### src/rtl/vc_tie_fifo_pkg.sv
// Shared NoC definitions: default flit width and sizing helpers used by the
// VC input buffer and router-level code.
package vc_tie_fifo_pkg;

  localparam int NOC_DATA_WIDTH = 32;

  function automatic int vc_bits(input int num_vc);
    return (num_vc <= 1) ? 1 : $clog2(num_vc);
  endfunction

  // Occupancy needs one bit more than the pointers so that a full queue is representable.
  function automatic int cnt_width(input int q_depth_bits);
    return q_depth_bits + 1;
  endfunction

endpackage

### src/rtl/vc_fifo_channel.sv
// One virtual-channel queue: circular storage, front/rear pointers, occupancy,
// derived flags and a sticky error bit driven by strobes from the top level.
module vc_fifo_channel
  import vc_tie_fifo_pkg::*;
#(
  parameter int DATA_WIDTH   = NOC_DATA_WIDTH,
  parameter int Q_DEPTH_BITS = 3,
  parameter int AF_SLACK     = 2
) (
  input  logic                             clk,
  input  logic                             reset,
  input  logic                             wen,
  input  logic                             ren,
  input  logic                             err_set,
  input  logic                             err_clr,
  input  logic [DATA_WIDTH-1:0]            write_data,
  output logic [DATA_WIDTH-1:0]            head,
  output logic [cnt_width(Q_DEPTH_BITS)-1:0] count,
  output logic                             full,
  output logic                             almost_full,
  output logic                             empty,
  output logic                             err
);

  localparam int DEPTH = 1 << Q_DEPTH_BITS;
  localparam int CW    = cnt_width(Q_DEPTH_BITS);

  logic [DATA_WIDTH-1:0]   mem [DEPTH];
  logic [Q_DEPTH_BITS-1:0] front;
  logic [Q_DEPTH_BITS-1:0] rear;
  logic [CW-1:0]           cnt;

  always_ff @(posedge clk or negedge reset) begin
    if (!reset) begin
      front <= '0;
      rear  <= '0;
      cnt   <= '0;
      err   <= 1'b0;
    end else begin
      if (wen) rear  <= rear + 1'b1;
      if (ren) front <= front + 1'b1;
      case ({wen, ren})
        2'b10:   cnt <= cnt + 1'b1;
        2'b01:   cnt <= cnt - 1'b1;
        default: cnt <= cnt;
      endcase
      if (err_clr)      err <= 1'b0;
      else if (err_set) err <= 1'b1;
    end
  end

  // Storage is deliberately left out of reset; only the pointers define validity.
  always_ff @(posedge clk) begin
    if (wen) mem[rear] <= write_data;
  end

  assign head        = mem[front];
  assign count       = cnt;
  assign full        = (cnt == CW'(DEPTH));
  assign almost_full = (cnt >= CW'(DEPTH - AF_SLACK));
  assign empty       = (cnt == '0);

endmodule

### src/rtl/vc_tie_fifo.sv
// Virtual-channel input buffer: NUM_VC queues behind one shared write port and
// one shared read port, with ON gating, peek and same-cycle write-through bypass.
module vc_tie_fifo
  import vc_tie_fifo_pkg::*;
#(
  parameter int DATA_WIDTH   = NOC_DATA_WIDTH,
  parameter int Q_DEPTH_BITS = 3,
  parameter int NUM_VC       = 4,
  parameter int VC_BITS      = 2,
  parameter int AF_SLACK     = 2
) (
  input  logic                                      clk,
  input  logic                                      reset,
  input  logic                                      ON,
  input  logic [DATA_WIDTH-1:0]                     write_data,
  input  logic                                      wrtEn,
  input  logic [VC_BITS-1:0]                        wr_vc,
  input  logic                                      rdEn,
  input  logic                                      peek,
  input  logic [VC_BITS-1:0]                        rd_vc,
  input  logic                                      err_clr,
  output logic [DATA_WIDTH-1:0]                     read_data,
  output logic                                      rd_valid,
  output logic [NUM_VC-1:0]                         full,
  output logic [NUM_VC-1:0]                         almost_full,
  output logic [NUM_VC-1:0]                         empty,
  output logic [NUM_VC-1:0]                         err,
  output logic [NUM_VC*cnt_width(Q_DEPTH_BITS)-1:0] count
);

  localparam int CW = cnt_width(Q_DEPTH_BITS);

  logic [DATA_WIDTH-1:0] head [NUM_VC];
  logic [DATA_WIDTH-1:0] head_sel;
  logic                  wr_ok, rd_ok, same, bare, wr_full;
  logic                  bypass, wacc, racc, err_wr, err_rd;
  logic [NUM_VC-1:0]     wen, ren, err_set;

  assign wr_ok = (int'(wr_vc) < NUM_VC);
  assign rd_ok = (int'(rd_vc) < NUM_VC);
  assign same  = (wr_vc == rd_vc);

  // An out-of-range read channel looks empty, which forces rd_valid low.
  always_comb begin
    wr_full  = 1'b0;
    bare     = 1'b1;
    head_sel = '0;
    for (int v = 0; v < NUM_VC; v++) begin
      if (wr_vc == VC_BITS'(v)) wr_full = full[v];
      if (rd_vc == VC_BITS'(v)) begin
        bare     = empty[v];
        head_sel = head[v];
      end
    end
  end

  // Reset gating keeps the read port quiet while reset is held.
  assign bypass = reset & ON & wrtEn & (rdEn | peek) & same & bare & wr_ok & rd_ok;
  assign wacc   = ON & wrtEn & wr_ok & (~wr_full | (same & rdEn)) & ~(bypass & rdEn);
  assign racc   = ON & rdEn & rd_ok & ~bare & ~bypass;
  // A consumed bypass flit is a successful transfer, not a refused write.
  assign err_wr = ON & wrtEn & wr_ok & ~wacc & ~(bypass & rdEn);
  assign err_rd = ON & rdEn & rd_ok & bare & ~bypass;

  assign rd_valid  = reset & (bypass | ((rdEn | peek) & ~bare));
  assign read_data = bypass ? write_data : (rd_valid ? head_sel : '0);

  always_comb begin
    wen     = '0;
    ren     = '0;
    err_set = '0;
    for (int v = 0; v < NUM_VC; v++) begin
      wen[v]     = wacc & (wr_vc == VC_BITS'(v));
      ren[v]     = racc & (rd_vc == VC_BITS'(v));
      err_set[v] = (err_wr & (wr_vc == VC_BITS'(v))) | (err_rd & (rd_vc == VC_BITS'(v)));
    end
  end

  for (genvar v = 0; v < NUM_VC; v++) begin : g_vc
    vc_fifo_channel #(
      .DATA_WIDTH  (DATA_WIDTH),
      .Q_DEPTH_BITS(Q_DEPTH_BITS),
      .AF_SLACK    (AF_SLACK)
    ) u_chan (
      .clk        (clk),
      .reset      (reset),
      .wen        (wen[v]),
      .ren        (ren[v]),
      .err_set    (err_set[v]),
      .err_clr    (ON & err_clr),
      .write_data (write_data),
      .head       (head[v]),
      .count      (count[v*CW +: CW]),
      .full       (full[v]),
      .almost_full(almost_full[v]),
      .empty      (empty[v]),
      .err        (err[v])
    );
  end

endmodule

### config.mk
export PLATFORM = sky130hd
export DESIGN_NAME = vc_tie_fifo
export DESIGN_NICKNAME = d
export VERILOG_FILES = /design/src/rtl/vc_tie_fifo_pkg.sv /design/src/rtl/vc_fifo_channel.sv /design/src/rtl/vc_tie_fifo.sv
export SDC_FILE = /design/constraint.sdc
export NUM_CORES = 1
export LEC_CHECK = 0
export BUFFER_PORTS_ARGS = -buffer_cell sky130_fd_sc_hd__buf_2
export CAP_MARGIN = 15
export CORE_MARGIN = 5
export CORE_UTILIZATION = 60
export DETAILED_ROUTE_END_ITERATION = 8
export PLACE_DENSITY = 0.76
export SYNTH_ARGS = -nofsm -noshare
export SYNTH_HDL_FRONTEND = slang
export SYNTH_SLANG_ARGS = --single-unit
### constraint.sdc
create_clock -name clk -period 5.7 [get_ports clk]
set_clock_uncertainty 0.2 [all_clocks]
set_input_delay 0.855 -clock clk [delete_from_list [all_inputs] [get_ports clk]]
set_output_delay 0.855 -clock clk [all_outputs]
set_load 0.01 [all_outputs]
==> impl_metrics.toml <==
[global_routing]
grt_use_total = 0.252
grt_max_degree = 54
grt_pass1_wl_um = 140000
antenna_found_initial = 0
first_global_vias = 21000
grt_overflow = 0

[synth]
synth_edf_count = 1024
synth_ff_type = "edfxtp_1"
syn_inst = 1955
avgSynthCellArea_sq_um = 21.5
netlist_area_sq_um = 42000
yosysUniqueCellTypes = 58
postSynth.asyncResetShare = 0.0412
syn_nets = 2019
synth_seq_cells = 1068
ys_warn_count = 0
ys_seq_area_frac = 0.759

[sta]
rsz0062_at_grt = "false"
final.period_utilization = 0.834
tightest_slew_ns = 1.11
slew_violations = 0
fmax_mhz = 210
relSlewSlack = 0.255
finalSetupViolCount = 0
setup_ws_ns = 0.948
final-hold-violation-count = 0
post-route-min-period_ns = 4.75
setup_tns_ns = 0

[final_layout]
stdcell_area_sq_um = 47200
final_cell_mix = "edfxtp_1, mux4_2, mux2i_1"
n_fill_cell = 4360
synthToLayoutAreaGrowth_pct = 12.4
fin_nets = 2155
finalCoreUtilization = 0.677
layout_commonest_cell = "edfxtp_1"
n_antenna_cell = 0
drive_gt1_frac = 0.287

[drt]
drc_errors = 0
drt_iter0_drc = 2645
routedWlPerCell_um = 30.1
ant_nets = 0
vias = 20700
drtPass1Iterations = 5
viasPerCell = 6.64
routed_wl_um = 93900

[worst_setup_path]
path_cells = "buf_4 -> mux4_2 -> mux2i_1 -> a22oi_1 -> a32o_1 -> buf_2"
slowest_delay_ns = 1.02
path_class = "flop to output pin"
r2r_slack_ns = 2.10
crit_fanout = 53
crit_arrival_ns = 3.70
r2r-end = "g_vc[3].u_chan.mem[5][1]"
rr_startpoint = "g_vc[3].u_chan.count[1]"
critPathLaunchType = "flop"
endpoint_kind = "output pin"
crit_slowest_cell = "dfrtp_4"
reg2regPathDepth = 5
required_ns = 4.64

[cts]
clk_path_buf_depth = 3
cts_setup_buffers = 0
clk_transition_reported_paths_ns = 0.06
postCtsResizedCells = 0
cts_root_buffer = "clkbuf_16"
tritoncts.num_buffers = 102
worstSkewPairLatency_ns = 0.65
cts_hold_buf = 0
cts_tree = "built"
clock_sinks = 1068
htreeDepth = 3

[power]
leakagePower_uw = 0.0152
pwr_density_cell_nw_per_um2 = 446
finalPower_uw = 21100
ir_worst_vdd_mv = 0.317

[floorplanning]
die_height_um = 274
start_util = 0.602
fp-row-count = 97
io-pin-count = 108
coreArea_sq_um = 69700
die-area_sq_um = 75300
die_x_um = 274

[placed_design]
place.gp.congestion = 0.907
place.port_buffers = 107
post-place-ws_ns = 1.19
postPlaceCellArea_sq_um = 43700
dp_hpwl_um = 53200

[hold_path]
hold_path.class = "input port to asynchronous set/reset pin"

[flow_run]
drv_cap = 0

[status]
outcome = "finished clean"
-- registers in the layout, summed over array words and instances (netlist names) --
name and count:
g_vc.u_chan.err 4, g_vc.u_chan.count 16, g_vc.u_chan.front 12, g_vc.u_chan.mem 1024, g_vc.u_chan.rear 12
-- critical path, delay by kind of cell, from the launching register on --
kind                   cells  cell delay (ns)
flip-flops                 1             1.02
multiplexers               2             0.73
buffers and inverters      2             0.69
AO/OA/AOI/OAI              2             0.53
-- power by group --
group | total, uW | switching [uW] | internal [uW]
sequential | 9760 | 899 | 8860
clock | 6970 | 2870 | 4100
combinational | 4340 | 2100 | 2240
-- layer usage --
| metal | wire [um] | track usage | up-vias |
|---|---|---|---|
| met3 | 8340 | 0.0456 | 174 |
| met4 | 2810 | 0.0733 | 0 |
| met5 | 0 | 0 | - |
| met1 | 35400 | 0.356 | 10900 |
| met2 | 47400 | 0.414 | 1146 |
| li1 | - | - | 8493 |
-- worst max-delay path by stage --
stage,startpoint,to
after floorplan,rd_vc[1],g_vc[1].u_chan.mem[6][0]
after global placement,rd_vc[0],g_vc[3].u_chan.mem[5][27]
after detailed placement,rd_vc[0],g_vc[3].u_chan.mem[5][22]
after CTS,g_vc[3].u_chan.front[1],read_data[6]
after global routing,g_vc[3].u_chan.front[1],read_data[6]
final,g_vc[3].u_chan.front[1],read_data[6]
-- synth_stat cells (4+ instances only) --
cell | number | area [sq um]
o211ai_1 | 12 | 90.1
a31oi_1 | 7 | 43.8
a22oi_1 | 36 | 270
xor2_1 | 25 | 219
dfrtp_1 | 44 | 1100
buf_1 | 6 | 22.5
nor3b_1 | 9 | 67.6
buf_4 | 22 | 165
nand2b_1 | 11 | 68.8
mux2i_1 | 109 | 1090
nand2_1 | 19 | 71.3
a32o_1 | 32 | 320
mux2_2 | 7 | 78.8
o22ai_1 | 42 | 263
clkbuf_1 | 31 | 116
ha_1 | 20 | 250
edfxtp_1 | 1024 | 30700
nor2b_1 | 10 | 62.6
nand4_1 | 8 | 50.1
nor4_1 | 5 | 31.3
mux4_2 | 239 | 5380
buf_2 | 65 | 325
inv_1 | 4 | 15.0
o21ai_0 | 11 | 55.1
mux2_1 | 4 | 45.0
nor3_1 | 18 | 90.1
xnor2_1 | 12 | 105
a21oi_1 | 35 | 175
a21o_1 | 6 | 45.0
nor2_1 | 31 | 116
and2_1 | 7 | 43.8
-- stage by stage --
step / std cells / hold slack [ns]
after CTS: 3117 / 0.176
after floorplan: 1955 / 0.285
after global routing: 3117 / 0.197
after detailed placement: 2927 / 0.324
final: 3117 / 0.184
after global placement: 2927 / 0.317
-- final cells by class --
type | instances | area (sq um) | share of cell area
Clock buffer | 118 | 2680 | 0.0567
Clock inverter | 72 | 802 | 0.0170
Inverter | 4 | 15.0 | 0.000318
Multi-Input combinational cell | 758 | 9700 | 0.206
Sequential cell | 1068 | 31900 | 0.676
Tap cell | 940 | 1180 | 0.0249
Timing Repair Buffer | 157 | 936 | 0.0198
-- cells by family after synthesis --
group	after synthesis	share of synthesized area
multiplexers	361	0.158
adder cells (fa/ha/maj)	21	0.00644
XOR/XNOR	37	0.00772
flip-flops	1068	0.759
buffers and inverters	129	0.0156
AO/OA/AOI/OAI	192	0.0323
AND/OR/NAND/NOR	147	0.0211
(Power assumes the default switching activity.)
